### src/rtl/piso_stream_serializer.sv
// Parallel-in/serial-out word serializer with valid/ready load and per-word bit order.
// Latency: word accepted at edge E drives bit i in cycle E+1+i; done pulses in cycle E+WIDTH+1.
// Backpressure: load_ready only in IDLE or on the last-bit cycle; enable=0 freezes all state.
module piso_stream_serializer #(
  parameter int   WIDTH      = 4,
  parameter logic IDLE_LEVEL = 1'b0
) (
  input  logic             clk,
  input  logic             reset,
  input  logic             enable,
  input  logic             load_valid,
  output logic             load_ready,
  input  logic [WIDTH-1:0] data,
  input  logic             msb_first,
  input  logic             serial_in,
  output logic             out,
  output logic             out_valid,
  output logic             busy,
  output logic             done
);

  localparam int CW = $clog2(WIDTH);
  localparam logic [CW-1:0] CNT_LOAD = CW'(WIDTH - 1);

  typedef enum logic {
    IDLE  = 1'b0,
    SHIFT = 1'b1
  } state_t;

  state_t           state;
  state_t           state_nxt;
  logic [WIDTH-1:0] sreg;
  logic [CW-1:0]    cnt;
  logic             dir;
  logic             done_q;
  logic             last_bit;
  logic             accept;

  // State register; reset wins over enable, enable=0 freezes the FSM.
  always_ff @(posedge clk) begin
    if (reset) begin
      state <= IDLE;
    end else if (enable) begin
      state <= state_nxt;
    end
  end

  // Next-state, handshake and output decode from registered state.
  always_comb begin
    state_nxt  = state;
    last_bit   = (state == SHIFT) && (cnt == '0);
    load_ready = enable & ~reset & ((state == IDLE) | last_bit);
    accept     = load_valid & load_ready;
    out        = IDLE_LEVEL;
    out_valid  = 1'b0;
    busy       = 1'b0;
    case (state)
      IDLE: begin
        if (accept) begin
          state_nxt = SHIFT;
        end
      end
      SHIFT: begin
        out_valid = 1'b1;
        busy      = 1'b1;
        out       = dir ? sreg[WIDTH-1] : sreg[0];
        // A reload on the last-bit edge keeps us in SHIFT for gapless streaming.
        if (last_bit && !accept) begin
          state_nxt = IDLE;
        end
      end
      default: state_nxt = IDLE;
    endcase
  end

  // Datapath: load on handshake, otherwise shift toward the output end with fill at the far end.
  always_ff @(posedge clk) begin
    if (reset) begin
      sreg   <= '0;
      cnt    <= '0;
      dir    <= 1'b0;
      done_q <= 1'b0;
    end else if (enable) begin
      done_q <= last_bit;
      if (accept) begin
        sreg <= data;
        dir  <= msb_first;
        cnt  <= CNT_LOAD;
      end else if (state == SHIFT) begin
        if (dir) begin
          sreg <= {sreg[WIDTH-2:0], serial_in};
        end else begin
          sreg <= {serial_in, sreg[WIDTH-1:1]};
        end
        if (cnt != '0) begin
          cnt <= cnt - 1'b1;
        end
      end
    end else begin
      // A stalled completion edge is not a completion; the pulse comes on the enabled edge.
      done_q <= 1'b0;
    end
  end

  assign done = done_q;

endmodule

### config.mk
export PLATFORM = sky130hd
export DESIGN_NAME = piso_stream_serializer
export DESIGN_NICKNAME = d
export VERILOG_FILES = /design/src/rtl/piso_stream_serializer.sv
export SDC_FILE = /design/constraint.sdc
export NUM_CORES = 1
export LEC_CHECK = 0
export CORE_AREA = 2 2 39 41
export CTS_CLUSTER_DIAMETER = 120
export CTS_CLUSTER_SIZE = 20
export DETAILED_ROUTE_END_ITERATION = 16
export DIE_AREA = 0 0 41 43
export DONT_BUFFER_PORTS = 1
export GPL_ROUTABILITY_DRIVEN = 0
export HOLD_SLACK_MARGIN = 0.03
export PLACE_DENSITY = 0.6
export SYNTH_ARGS = -nofsm -noshare
export SYNTH_HDL_FRONTEND = slang
export SYNTH_SLANG_ARGS = --single-unit
export TNS_END_PERCENT = 30
### constraint.sdc
create_clock -name clk -period 1.6 [get_ports clk]
set_clock_uncertainty 0.05 [all_clocks]
set_input_delay 0.16 -clock clk [delete_from_list [all_inputs] [get_ports clk]]
set_output_delay 0.16 -clock clk [all_outputs]
set_load 0.005 [all_outputs]
==> impl_metrics.yaml <==
floorplan:
  die_h_microns: 43
  die-area_sq_mm: 0.001763
  fp.coreArea_sq_mm: 0.001384
  initial_core_util_pct: 36.89
  die_x_microns: 41
  ios: 15
  num_rows: 14
worst_setup_path:
  cp-start-kind: "flip-flop"
  crit_path_end_kind: "flip-flop"
  critical_path_class: "flip-flop to flip-flop"
  critPathMaxFanout: 5
  r2r_cells: 5
  required_ps: 1760
  crit_arrival_ps: 1660
min_path:
  hold_path_depth: 2
  hp-class: "primary input to flip-flop"
detailed_routing:
  ant_nets: 0
  post_drt_wl_per_cell_microns: 14.36
  avgViaCountPerCell: 5.883
  drc: 0
  first_pass_iters: 4
  num_vias: 453
  initialDrtViolationCount: 13
  routed_wl_mm: 1.106
synthesis:
  synth_edf_count: 0
  yosys_most_used_dff: "dfxtp_1"
  synthDistinctLibCells: 23
  syn-cell-area_sq_um: 510.5
  synth-seq-cells: 9
  async_flop_share_pct: 0
  ys_seq_area_share_pct: 35.29
  synth_cells: 54
  yosysTopAreaCellShare_pct: 35.29
  synth.most_common_cell: "dfxtp_1"
  synth_nets: 65
  synthTopCellsByArea: "dfxtp_1 (35%), mux2i_1 (9.8%), a2111oi_0 (6.9%)"
  yosys-top-cells-count: "dfxtp_1 (9), mux2i_1 (5)"
  avgSynthCellArea_sq_um: 9.454
  yosys.area.top_type: "dfxtp_1"
  ys_warn_count: 0
layout:
  antennaDiodeCount: 0
  nNetsFinal: 73
  design_area_sq_um: 600.6
  syn_to_final_growth_pct: 17.65
  drive_above_1_share_pct: 13.11
clocking:
  cts_max_level: 1
  clkSlewWorstSetupHoldPaths_ps: 60
  post_cts_buffers: 0
  cts.sinks: 9
  clockBufferDepth: 2
  cts_buffers: 3
  tritoncts: "done"
  clock_latency_ps: 270
  cts_root_buf: "clkbuf_4"
global_routing:
  grt_pass1_vias: 445
  grt_pass1_wl_mm: 1.856
  grt_usage_pct: 16.60
  antenna_found_initial: 0
  grt_max_degree: 13
  grt.overflow.total: 0
run_status:
  status: "finished clean"
sta:
  layout_min_cycle_time_ps: 1498
  finalMaxSlewViolations: 0
  setup_ws_ps: 102.0
  relSlewSlack_pct: 64.09
  clock.fmax_mhz: 667.6
  finalHoldViolations: 0
  finalCritPeriodShare_pct: 93.62
  tightestPinTransition_ps: 525.1
  setup_viol: 0
flow_run:
  maxCapViolations: 0
place:
  pre_cts_ws_ps: 104.8
  dpl.hpwl_microns: 746.5
  portBuffers: 0
  placedInstanceArea_sq_um: 519.2
pwr:
  ir_drop_v: 0.0003323
  power.density_mw_per_mm2: 841.8
  power_mw: 0.5055
  power.leakage_nw: 0.2418
[power breakdown]
group | leakage [nW] | internal [mW] | switching, mW | total (mW)
Combinational | 0.153 | 0.0414 | 0.0323 | 0.0737
Sequential | 0.0738 | 0.237 | 0.0126 | 0.250
Clock | 0.0150 | 0.0965 | 0.0858 | 0.182
[worst max-delay path: stages (launching register included)]
cell and delay [ps]:
dfxtp_1 340, inv_1 50, ha_2 190, buf_4 150
a2111oi_0 500, a211o_1 170
[state kept, by name (all words and copies together) (netlist names)]
| register | count |
|---|---|
| state | 1 |
| sreg | 4 |
| cnt | 2 |
| done | 1 |
| dir | 1 |
[layer usage]
metal / global-route usage [%] / share of wire [%] / vias to the layer above
met5: 0 / 0 / -
li1: - / - / 222
met1: 19.09 / 47 / 212
met3: 5.759 / 4.9 / 4
met4: 16.00 / 2.8 / 0
met2: 22.19 / 45 / 15
[final cells by class]
| cell class | instances | area (sq um) |
|---|---|---|
| Clock buffer | 4 | 26.28 |
| Fill cell | 132 | 783.3 |
| Inverter | 4 | 15.01 |
| Multi-Input combinational cell | 38 | 301.5 |
| Sequential cell | 9 | 180.2 |
| Tap cell | 16 | 20.02 |
| Timing Repair Buffer | 6 | 57.56 |
[cells in the final DEF (no fill, tap or decap), types with 2 or more instances in the layout]
cell / instances
dfxtp_1: 9
mux2i_1: 5
dlygate4sd3_1: 5
inv_1: 4
nor2_1: 4
and4_1: 4
a2111oi_0: 4
a211o_1: 4
o21a_1: 3
clkbuf_4: 3
a31oi_1: 2
[logic make-up (layout without fill, tap and decap cells)]
kind of cell             after synthesis  count (layout)  synth area share, %
AND/OR/NAND/NOR                       15              15                19.85
multiplexers                           5               5                9.804
flip-flops                             9               9                35.29
adder cells (fa/ha/maj)                1               1                2.451
buffers and inverters                  7              14                6.615
AO/OA/AOI/OAI                         17              17                25.98
[final timing paths]
kind	start	end	slack (ps)
worst max-delay path	cnt[0]	sreg[3]	100
worst min-delay path	enable	cnt[1]	40
worst max register to register	cnt[0]	sreg[3]	100
worst min register to register	cnt[1]	cnt[1]	410
[metrics by stage]
step,std cells,utilization (%),TNS (ps),hold slack (ps)
after global routing,77,43.40,-6.208,51.82
after floorplan,54,-,0,179.1
final,77,43.40,0,38.77
after CTS,77,43.04,0,31.22
after global placement,68,37.52,0,182.6
after detailed placement,68,37.52,0,182.1
[repair_timing]
item / 4_1_cts / 5_1_grt
resized for setup: 0 / 2
hold buffers: 5 / 0
setup endpoints to repair: 0 / 3
hold endpoints to repair: 4 / 0
Note: power is estimated with default switching activity, not from simulation.
